==> src/rtl/link_statistics_scanner.sv <==
// Histogram readout engine: sweeps every bin over the CSR port, rebuilds coherent 48-bit counts
// and streams them out as AXI-stream beats. Optional macro LINK_STATS_SCAN_DELTA_EN emits deltas.
module link_statistics_scanner #(
  parameter int ADDR_WIDTH   = 5,
  parameter int READ_LATENCY = 3,
  parameter int MAX_RETRY    = 3,
  parameter int CLEAR_WAIT   = 34
) (
  input  logic                  i_sysClk,
  input  logic                  i_sysReset,
  input  logic                  i_start,
  input  logic                  i_clearAfterScan,
  output logic                  o_busy,
  output logic                  o_scanDone,
  output logic                  o_csrStrobe,
  output logic [31:0]           o_csrData,
  input  logic [31:0]           i_statValue,
  output logic                  o_mTVALID,
  input  logic                  i_mTREADY,
  output logic [47:0]           o_mTDATA,
  output logic [ADDR_WIDTH-1:0] o_mTUSER,
  output logic                  o_mTLAST,
  output logic                  o_mTTORN
);

  localparam int CNT_MAX = (CLEAR_WAIT > READ_LATENCY) ? CLEAR_WAIT : READ_LATENCY;
  localparam int CNT_W   = $clog2(CNT_MAX + 1);
  localparam int RETRY_W = $clog2(MAX_RETRY + 1);
  localparam logic [ADDR_WIDTH-1:0] LAST_BIN = '1;

  typedef enum logic [2:0] {
    S_IDLE, S_RD_HI1, S_RD_LO, S_RD_HI2, S_CHECK, S_EMIT, S_CLEAR, S_WAIT_CLR
  } state_t;

  state_t                r_state, w_state_nxt;
  logic [CNT_W-1:0]      r_cnt;
  logic [ADDR_WIDTH-1:0] r_bin;
  logic [RETRY_W-1:0]    r_retry;
  logic [15:0]           r_hi1, r_hi2;
  logic [31:0]           r_lo;
  logic                  r_clr, r_torn, r_done;

  logic        w_rd_done, w_clr_done, w_last, w_retry_max, w_hi_match, w_handshake;
  logic [47:0] w_count, w_beat;

  assign w_rd_done   = (r_cnt == CNT_W'(READ_LATENCY));
  assign w_clr_done  = (r_cnt == CNT_W'(CLEAR_WAIT - 1));
  assign w_last      = (r_bin == LAST_BIN);
  assign w_retry_max = (r_retry == RETRY_W'(MAX_RETRY));
  assign w_hi_match  = (r_hi1 == r_hi2);
  assign w_handshake = (r_state == S_EMIT) && i_mTREADY;
  assign w_count     = {r_hi2, r_lo};

`ifdef LINK_STATS_SCAN_DELTA_EN
  logic [47:0] r_shadow [2**ADDR_WIDTH];

  // NOTE: the shadow must read as zero after reset, so unlike most RAMs it is reset explicitly.
  always_ff @(posedge i_sysClk or posedge i_sysReset) begin
    if (i_sysReset) begin
      for (int i = 0; i < 2**ADDR_WIDTH; i++) r_shadow[i] <= '0;
    end else if (w_handshake) begin
      r_shadow[r_bin] <= r_clr ? 48'd0 : w_count;
    end
  end

  assign w_beat = w_count - r_shadow[r_bin];
`else
  assign w_beat = w_count;
`endif

  always_ff @(posedge i_sysClk or posedge i_sysReset) begin
    if (i_sysReset) r_state <= S_IDLE;
    else            r_state <= w_state_nxt;
  end

  // NOTE: every signal driven here gets a default first so no path can infer a latch.
  always_comb begin
    w_state_nxt = r_state;
    unique case (r_state)
      S_IDLE:     if (i_start)    w_state_nxt = S_RD_HI1;
      S_RD_HI1:   if (w_rd_done)  w_state_nxt = S_RD_LO;
      S_RD_LO:    if (w_rd_done)  w_state_nxt = S_RD_HI2;
      S_RD_HI2:   if (w_rd_done)  w_state_nxt = S_CHECK;
      S_CHECK:    w_state_nxt = (w_hi_match || w_retry_max) ? S_EMIT : S_RD_LO;
      S_EMIT: begin
        if (i_mTREADY) begin
          if (!w_last)    w_state_nxt = S_RD_HI1;
          else if (r_clr) w_state_nxt = S_CLEAR;
          else            w_state_nxt = S_IDLE;
        end
      end
      S_CLEAR:    w_state_nxt = S_WAIT_CLR;
      S_WAIT_CLR: if (w_clr_done) w_state_nxt = S_IDLE;
      default:    w_state_nxt = S_IDLE;
    endcase
  end

  always_comb begin
    o_busy      = (r_state != S_IDLE);
    o_scanDone  = r_done;
    o_csrStrobe = 1'b0;
    o_csrData   = '0;
    o_mTVALID   = 1'b0;
    o_mTDATA    = '0;
    o_mTUSER    = '0;
    o_mTLAST    = 1'b0;
    o_mTTORN    = 1'b0;
    unique case (r_state)
      S_RD_HI1, S_RD_LO, S_RD_HI2: begin
        if (r_cnt == '0) begin
          o_csrStrobe                = 1'b1;
          o_csrData[ADDR_WIDTH:1]    = r_bin;
          o_csrData[0]               = (r_state != S_RD_LO);
        end
      end
      S_CLEAR: begin
        o_csrStrobe = 1'b1;
        o_csrData   = 32'h8000_0000;
      end
      S_EMIT: begin
        o_mTVALID = 1'b1;
        o_mTDATA  = w_beat;
        o_mTUSER  = r_bin;
        o_mTLAST  = w_last;
        o_mTTORN  = r_torn;
      end
      default: ;
    endcase
  end

  // Datapath: read sampling, retry bookkeeping and bin sequencing.
  always_ff @(posedge i_sysClk or posedge i_sysReset) begin
    if (i_sysReset) begin
      r_cnt   <= '0;
      r_bin   <= '0;
      r_retry <= '0;
      r_hi1   <= '0;
      r_hi2   <= '0;
      r_lo    <= '0;
      r_clr   <= 1'b0;
      r_torn  <= 1'b0;
      r_done  <= 1'b0;
    end else begin
      r_done <= (w_state_nxt == S_IDLE) && (r_state == S_EMIT || r_state == S_WAIT_CLR);

      if (w_state_nxt != r_state)
        r_cnt <= '0;
      else if (r_state inside {S_RD_HI1, S_RD_LO, S_RD_HI2, S_WAIT_CLR})
        r_cnt <= r_cnt + CNT_W'(1);
      else
        r_cnt <= '0;

      unique case (r_state)
        S_IDLE: begin
          if (i_start) begin
            r_bin   <= '0;
            r_retry <= '0;
            r_torn  <= 1'b0;
            r_clr   <= i_clearAfterScan;
          end
        end
        S_RD_HI1: if (w_rd_done) r_hi1 <= i_statValue[15:0];
        S_RD_LO:  if (w_rd_done) r_lo  <= i_statValue;
        S_RD_HI2: if (w_rd_done) r_hi2 <= i_statValue[15:0];
        S_CHECK: begin
          r_torn <= !w_hi_match && w_retry_max;
          if (!w_hi_match && !w_retry_max) begin
            r_hi1   <= r_hi2;
            r_retry <= r_retry + RETRY_W'(1);
          end
        end
        S_EMIT: begin
          if (i_mTREADY && !w_last) begin
            r_bin   <= r_bin + ADDR_WIDTH'(1);
            r_retry <= '0;
          end
        end
        default: ;
      endcase
    end
  end

endmodule
==> config.mk <==
export PLATFORM = sky130hd
export DESIGN_NAME = link_statistics_scanner
export DESIGN_NICKNAME = d
export VERILOG_FILES = /design/src/rtl/link_statistics_scanner.sv
export SDC_FILE = /design/constraint.sdc
export NUM_CORES = 1
export LEC_CHECK = 0
export CORE_UTILIZATION = 35
export DETAILED_ROUTE_END_ITERATION = 10
export GPL_TIMING_DRIVEN = 0
export SLEW_MARGIN = 20
export SYNTH_ARGS = -nofsm -noshare
export SYNTH_HDL_FRONTEND = slang
export SYNTH_SLANG_ARGS = --single-unit
export TNS_END_PERCENT = 50
==> constraint.sdc <==
create_clock -name i_sysClk -period 6.2 [get_ports i_sysClk]
set_input_delay 0.93 -clock i_sysClk [delete_from_list [all_inputs] [get_ports i_sysClk]]
set_output_delay 0.93 -clock i_sysClk [all_outputs]
set_load 0.1 [all_outputs]
**Word level (Yosys, flattened, before mapping)**

Index checks and enable logic that the tools add are counted.

- Add/subtract/negate cells: 3
- Eq/ne operators: 18
- Mux-type cells: 34
- Reductions and logical operators: 26

Operator list:

| operator | number |
|---|---|
| $mux 48 | 1 |
| $mux 16 | 2 |
| $pmux 16 s2 | 1 |
| $mux 3 | 9 |
| $mux 26 | 1 |
| $mux 6 | 4 |
| $pmux 3 s8 | 1 |
| $eq 16x16->1 | 1 |
| $mux 5 | 3 |
| $eq 3x3->1 const B | 4 |
| $pmux 5 s2 | 1 |
| $reduce_and 2->1 | 4 |
| $add 6x1->6 const B | 1 |
| $eq 3x2->1 const B | 2 |
| $eq 6x2->1 const B | 1 |
| $eq 6x6->1 const B | 1 |
| $logic_not 3->1 | 2 |
| $logic_not 6->1 | 1 |
| $mux 2 | 3 |
| $ne 2x2->1 const B | 3 |
| $pmux 2 s3 | 1 |
| $reduce_and 3->1 | 2 |
| $reduce_bool 2->1 | 3 |
| $reduce_bool 3->1 | 2 |
| other kinds (16) | 27 |

- Register bits after elaboration: 83
- Input port bits: 37
- Output and inout port bits: 91
- Word-level logic and storage cells: 91

**Longest topological paths before layout**

Gate-level depths: netlist (run 1).

- Depth after elaboration: 6
- Gate-level depth with buffers: 9

**Worst setup path after synthesis (run 1)**

OpenSTA, ideal clock, no wires.

- Path type: register to output
- Start point: register r_state[1]
- End point: output o_csrData[31]
- Arrival: 2669 ps
- Data required time: 5270 ps
- Setup slack: 2601 ps
- Cell stages (with the launch flop): 4
- Buffers on the path: 1
- Cell sequence: dfrtp_1 > buf_2 > inv_1 > nor3_1

- Cells in the longest elaborated chain, start to end: 2

RTL lines:

| element | line | source |
|---|---|---|
| start: declaration | 35 | `state_t r_state, w_state_nxt;` |
| start signal: assignment | 73 | `else r_state <= w_state_nxt;` |
| $eq 3x3->1 | 108 | `unique case (r_state)` |
| $mux 26 | 108 |  |
| end: declaration | 16 | `output logic [31:0] o_csrData,` |

No other way between the ends.

**Worst setup path after layout (run 1)**

- Start point: register r_state[0]
- End point: output o_mTDATA[15]

- Cells in the longest elaborated chain, start to end: 2

RTL lines:

| element | line | source |
|---|---|---|
| $eq 3x3->1 | 108 |  |
| $mux 48 | 108 |  |
| end: declaration | 20 | `output logic [47:0] o_mTDATA,` |

No other way between the ends.

==> results of run 1 <==
## report_power, final
part           internal [mW]  switching, mW  total (mW)  leakage, nW
Sequential             0.787          0.172       0.959         1.02
Combinational          0.489          0.769        1.26         1.57
Clock                  0.356          0.215       0.571        0.162
## cell families (layout without fill, tap and decap cells)
kind of cell               count (synthesis)  in the layout
DFF                                       83             83
buffers and inverters                     52            171
muxes                                     66             66
AOI/OAI and AO/OA                         21             21
adders and majority gates                  6              6
xor gates and xnor gates                  23             23
other                                      1             25
and+or+nand+nor                          171            171
## placed cells by master, fill, tap and decap left out, drive strengths merged
master / netlist / final
and3: 5 / 5
a211o: 1 / 1
o211ai: 1 / 1
o22a: 2 / 2
nand4: 5 / 5
clkinv: 0 / 2
nor2: 13 / 13
o311ai: 1 / 1
inv: 7 / 7
nand2: 64 / 64
o22ai: 1 / 1
a2111oi: 1 / 1
dfrtp: 83 / 83
mux2: 66 / 66
o21ai: 4 / 4
nor2b: 3 / 3
and4: 1 / 1
nor3: 3 / 3
or3: 1 / 1
nand3: 8 / 8
ha: 6 / 6
xor2: 5 / 5
bufinv: 0 / 1
a311oi: 1 / 1
nor4: 3 / 3
o21a: 1 / 1
nand2b: 2 / 2
clkdlybuf4s50: 0 / 102
and2: 61 / 61
clkbuf: 12 / 25
buf: 33 / 34
a31oi: 2 / 2
a22o: 2 / 2
a21oi: 4 / 4
nand3b: 1 / 1
conb: 1 / 25
and3b: 1 / 1
xnor2: 18 / 18
## sequential cells by signal (all words and copies together), names as in the netlist
| signal | flops |
|---|---|
| r_retry | 2 |
| r_hi2 | 16 |
| r_state | 3 |
| o_scanDone | 1 |
| r_bin | 5 |
| r_hi1 | 16 |
| r_lo | 32 |
| r_clr | 1 |
| r_cnt | 6 |
| r_torn | 1 |
## critical path: stages (launching register included)
cell             delay [ns]
dfrtp_1                0.36
clkbuf_1               0.33
and3b_1                0.27
buf_1                  0.37
clkbuf_1               0.49
and2_1                 0.21
clkdlybuf4s50_1        1.17
## stage by stage
stage          hold WS [ns]  util [%]  power [mW]
2_1_floorplan         0.456         -        1.94
3_3_place_gp          0.470      46.4        2.20
3_5_place_dp          0.478      46.6        2.23
4_1_cts               0.493      49.2        2.82
5_1_grt               0.506      49.2        2.96
6_report              0.487      49.2        2.79
## metal layers
layer | track usage [%] | part of all wire (%)
met5 | 0 | 0
met4 | 4.68 | 1.3
met3 | 6.80 | 9.2
met2 | 25.7 | 44
met1 | 20.6 | 45
## area by class of cell
type	count	area share, %
buffer	45	4.63
clock buffer	13	4.53
clock inverter	3	0.708
inverter	7	0.465
multi-input combinational	312	35.7
sequential	83	33.6
tap	172	3.48
timing repair buffer	103	16.9
## final timing paths
path	slack (ns)	from	end	depth (start not counted)
worst max register to register	4.06	r_hi2[10]$_DFFE_PP0P_	r_hi1[1]$_DFFE_PP0P_	6
worst min-delay path	0.49	r_lo[20]$_DFFE_PP0P_	r_lo[20]$_DFFE_PP0P_	1
worst min register to register	0.49	r_lo[20]$_DFFE_PP0P_	r_lo[20]$_DFFE_PP0P_	1
max in group asynchronous	4.60	i_sysReset	r_hi2[9]$_DFFE_PP0P_	3
worst max-delay path	1.73	r_state[0]$_DFF_PP0_	o_mTDATA[15]	6
min in group asynchronous	0.99	i_sysReset	r_lo[28]$_DFFE_PP0P_	2
==> results.md, run 1 <==
- Crit path time final: 4.47 ns
- DRT Wirelength: approximately 10 mm
- Clk sinks: 83
- Grt total ovfl: 0
- Synth area leader: dfrtp_1
- CP max FO: 10
- Syn Inst Count: 423
- Mux share of post-synthesis cell area: 17.3%
- Part of the cycle the worst path needs: 72.1%
- Worst EP required: 5.27 ns
- Relative slew margins: 31.5%
- Initial Util: 35.8%
- Number of synthesized flops with an enable pin: 0
- Synth warn: 0
- Asr flop ratio synth: 100%
- Inst Count DP: 722
- Width of the die: between 100 and 150 um
- Post-synthesis cell type count: between 40 and 50
- Die ar.: 13300 um2
- Synth Area in Simple Gates: approximately 20%
- Area share of fa/ha/maj cells after synthesis: between 1.5 and 2%
- Post-Synth XOR/XNOR Area: ~4.5%
- Post-cts hold buffer count: 0
- Antenna-violating nets left: 0
- Synthesis-stage register bit count: 83
- Pre-CTS setup slack: between 2 and 2.5 ns
- Final #Nets: about 600
- DR iter-0 viols: 111
- Global Route Usage Sum: 16.3%
- Largest family of logic cells by synthesized area: simple AND/OR/NAND/NOR gates
- Clock transition at path regs: 0.06 ns
- Placed instance area: 5860 um2
- Post-Route Skew: a little over 0.005 ns
- Site Rows: 41
- Seq. cell area: 2080 um2
- Setup crit start kind: flop
- # H-tree levels: 3
- Mapped Area: 4510 um2
- Placer Congestion: 0.801
- Die height: 115 um
- Most frequent cells after synthesis: dfrtp_1 (83), nand2_1 (64), and2_1 (61)
- CTS max path bufs: 2
- Top-area cell type share of the netlist area: a little under half
- CP Capture Type: primary output
- Final instance area: 6190 um2
- Cell Pwr Density: 451 nW/um2
- Total setup buffers inserted after CTS: 0
- Placeable Area: roughly 13000 um2
- I/O pin count: 128
- Top-count cell post-synth: dfrtp_1
- Status: complete, no violations
- P_leak: approximately 2.8 nW
- Clk_lat worst skew: 0.33 ns
- RSZ-0062 raised after global routing: no
- Vias per inst: 4.53
- Setup CP Type: reg -> out
- Finished Layout Cells: 738
- Hold Path Class: reg -> reg
- Fin worst setup slack: 1.73 ns
- Layout cell share with drive strength beyond 1: roughly a fifth
- Root buf cell: clkbuf_16
- Seq/Total Area, Yosys: 46.1%
- DPL Wire Length: 7.45 mm
- Fin. Hold Viols: 0
- Average cell area after synthesis: 10.7 um2
- Post-synthesis compound-gate area fraction: 3.44%
- Initial antenna violation count: 0
- Routed length per placed instance: around 14 um
- Pre-antenna DRT Iters: 6
- Vias in the first global route: 3332
- Max Slew Vio Count: 0
- # diodes: 0
- Residual DRC count: 0
- Final setup viols: 0
- Post-CTS resize count: 0
- Worst VDD drop: 0.000181 V
- CTS tree: yes
- IO buf count: slightly above 100
- Dominant cells by area after synthesis: dfrtp_1 (46%), mux2_2 (14%), and2_1 (8.5%)
- Setup tns final: 0 ns
- MaxCap Viol Count: 0
- Via Count: 3345
- Ys flop type: dfrtp_1
- First-pass GRT wire length: between 15 and 20 mm
- Layout area overhead: 37.3%
- Slew at the pin closest to its max-slew limit: 1.02 ns
- CTS Buf Count: 9
- CP arrival: 3.54 ns
- Pin count of the biggest net entering global routing: 46
- FILL cells: 1195
- Maximum operating frequency: 224 MHz
- Multi-input logic area: between 2000 and 2500 um2
Note: power is estimated with default switching activity, not from simulation.
==> run 2, diff against run 1 <==
clock period = 3.81 ns   (was 6.2 ns; I/O delays follow)
==> run 2 against run 1 <==
Against the previous run:
- sequential cell count did not move
- clock skew grew 0.00066 ns
- combinational power rose by 60%
- worst hold slack about the same
- critical path type unchanged
- highest routed layer unchanged
==> results.md, run 2 (synthesis results as in run 1) <==
- Relative slew margins: 32.3% (+0.82 points)
- Pin count of the biggest net entering global routing: 46 (unchanged)
- Layout area overhead: 35.2%
- Final #Nets: 604 (unchanged)
- Met3 Usage GRT: 6.43% (-0.37 points)
- Die height: 115 um (unchanged)
- Final setup viols: 0 (unchanged)
- Clk sinks: 83 (unchanged)
- CP max FO: 10 (unchanged)
- Maximum operating frequency: 271 MHz
- Most common cell after layout, fill and taps aside: dfrtp_1
- Placeable Area: 12600 um2 (unchanged)
- RSZ-0062 raised after global routing: yes
- CTS Buf Count: 9 (unchanged)
- Post-cts hold buffer count: 0 (unchanged)
- Slew at the pin closest to its max-slew limit: 1.01 ns (-0.0122 ns)
- Post-Route Skew: 0.00583 ns (+0.000661 ns)
- IO buf count: 102 (unchanged)
- DRT Wirelength: 10.3 mm (-0.15%)
- # H-tree levels: 3 (unchanged)
- Width of the die: 115 um (unchanged)
- Vias per inst: 4.55 (+0.39%)
- Residual DRC count: 0 (unchanged)
- Worst EP required: 3.24 ns (-2.03 ns)
- P_leak: 2.85 nW (+3.5%)
- First-pass GRT wire length: 16.8 mm (about the same)
- CTS tree: yes
- Global Route Usage Sum: 16.3% (about the same)
- Reg with most FFs: r_lo
- Cell Pwr Density: 740 nW/um2 (+64%)
- Layout Utilization: 48.5% (-0.75 points)
- Largest regs: r_lo: 32 flops, r_hi1: 16 flops, r_hi2: 16 flops
- Max Slew Vio Count: 0 (unchanged)
- Most frequent cells in the layout: dfrtp_1 (83), nand2_1 (64), clkdlybuf4s50_1 (62)
- Antenna-violating nets left: 0 (unchanged)
- Crit path time final: 3.69 ns
- CP arrival: 3.12 ns (-0.42 ns)
- # diodes: 0 (unchanged)
- Vias in the first global route: 3343 (+0.33%)
- DPL Wire Length: 7.45 mm (unchanged)
- Clk_lat worst skew: 0.33 ns (about the same)
- Root buf cell: clkbuf_16
- Hold Slack: 0.487 ns (-0.0000230 ns)
- Hold Path Class: reg -> reg
- Busiest grt layer: met2
- CP Capture Type: primary output
- Placer Congestion: 0.801 (unchanged)
- Fin. Hold Viols: 0 (unchanged)
- CTS max path bufs: 2 (unchanged)
- Grt total ovfl: 0 (unchanged)
- Setup CP Type: reg -> out
- Clock transition at path regs: 0.06 ns (about the same)
- DR iter-0 viols: 102 (-8.1%)
- Initial Util: 35.8% (unchanged)
- Via Count: 3358 (+0.39%)
- Setup crit start kind: flop
- M2 GR Usage: 25.8% (+0.12 points)
- Layout cell share with drive strength beyond 1: 24.2% (+3.4 points)
- Die ar.: 13300 um2 (unchanged)
- Post-CTS resize count: 53 (+53)
- Pre-antenna DRT Iters: 7 (+1)
- Worst VDD drop: 0.000291 V (+61%)
- Routed length per placed instance: 14.0 um (-0.15%)
- Initial antenna violation count: 0 (unchanged)
- Site Rows: 41 (unchanged)
- Total setup buffers inserted after CTS: 0 (unchanged)
- Status: complete, no violations
- Met1 usage: 20.7% (+0.10 points)
- MaxCap Viol Count: 0 (unchanged)
- Largest register FFs: 32 (unchanged)
- I/O pin count: 128 (unchanged)
- Part of the cycle the worst path needs: 96.9%
-- run 2: cell count changes in the layout (fill, tap and decap cells not counted) --
cell	change
clkbuf_2	+16
clkdlybuf4s15_1	+7
clkdlybuf4s15_2	+3
clkdlybuf4s50_1	-40
dlygate4sd2_1	+14
-- run 2: final cells by class --
| type | count | area (um2) |
|---|---|---|
| buffer | 45 | 287 |
| clock buffer | 13 | 280 |
| clock inverter | 3 | 43.8 |
| fill | 1208 | 6480 |
| inverter | 7 | 28.8 |
| multi-input combinational | 312 | 2210 |
| sequential | 83 | 2080 |
| tap | 172 | 215 |
| timing repair buffer | 103 | 955 |
-- run 2: through the flow --
step | setup slack [ns] | total power [mW] | cells | instance area (um2) | TNS (ns)
4_1_cts | 0.000637 | 4.56 | 738 | 6150 | 0
6_report | 0.119 | 4.51 | 738 | 6090 | 0
3_3_place_gp | -0.368 | 3.57 | 721 | 5830 | -30.28
3_5_place_dp | 0.0296 | 3.63 | 722 | 5860 | 0
2_1_floorplan | 0.569 | 3.16 | 447 | 4600 | 0
5_1_grt | -0.0733 | 4.79 | 738 | 6090 | -0.0733
-- run 2: metal layers --
| layer | part of all wire [%] | up-vias |
|---|---|---|
| li1 | - | 1630 |
| met1 | 45 | 1595 |
| met2 | 45 | 120 |
| met3 | 8.6 | 13 |
| met4 | 1.2 | 0 |
| met5 | 0 | - |
-- run 2: worst paths after layout --
check                                      from              endpoint  slack (ns)  cells after the start
max                        r_state[0]$_DFF_PP0_           o_mTDATA[4]        0.12                      6
min                        r_lo[20]$_DFFE_PP0P_  r_lo[20]$_DFFE_PP0P_        0.49                      1
max reg2reg                  r_cnt[3]$_DFF_PP0_  r_hi2[4]$_DFFE_PP0P_        1.67                      6
min reg2reg                r_lo[20]$_DFFE_PP0P_  r_lo[20]$_DFFE_PP0P_        0.49                      1
max in group asynchronous            i_sysReset  r_hi2[9]$_DFFE_PP0P_        2.57                      3
min in group asynchronous            i_sysReset  r_lo[28]$_DFFE_PP0P_        0.63                      2
-- run 2: worst max-delay path: stages, from the launching register on --
cell and delay [ns]:
dfrtp_1 0.36, clkbuf_1 0.32, and3b_1 0.27, buf_1 0.37, clkbuf_1 0.43, and2_1 0.20, clkdlybuf4s15_1 0.83
-- run 2: where the power goes --
group / switching, mW / leakage [nW] / internal, mW
clock: 0.350 / 0.162 / 0.580
sequential: 0.279 / 1.02 / 1.28
combinational: 1.25 / 1.67 / 0.765
==> run 3, diff against run 2 <==
HOLD_SLACK_MARGIN = 0.05   (was unset)
==> results of run 3 <==
Final layout, timing and power as in run 2 (identical DEF).
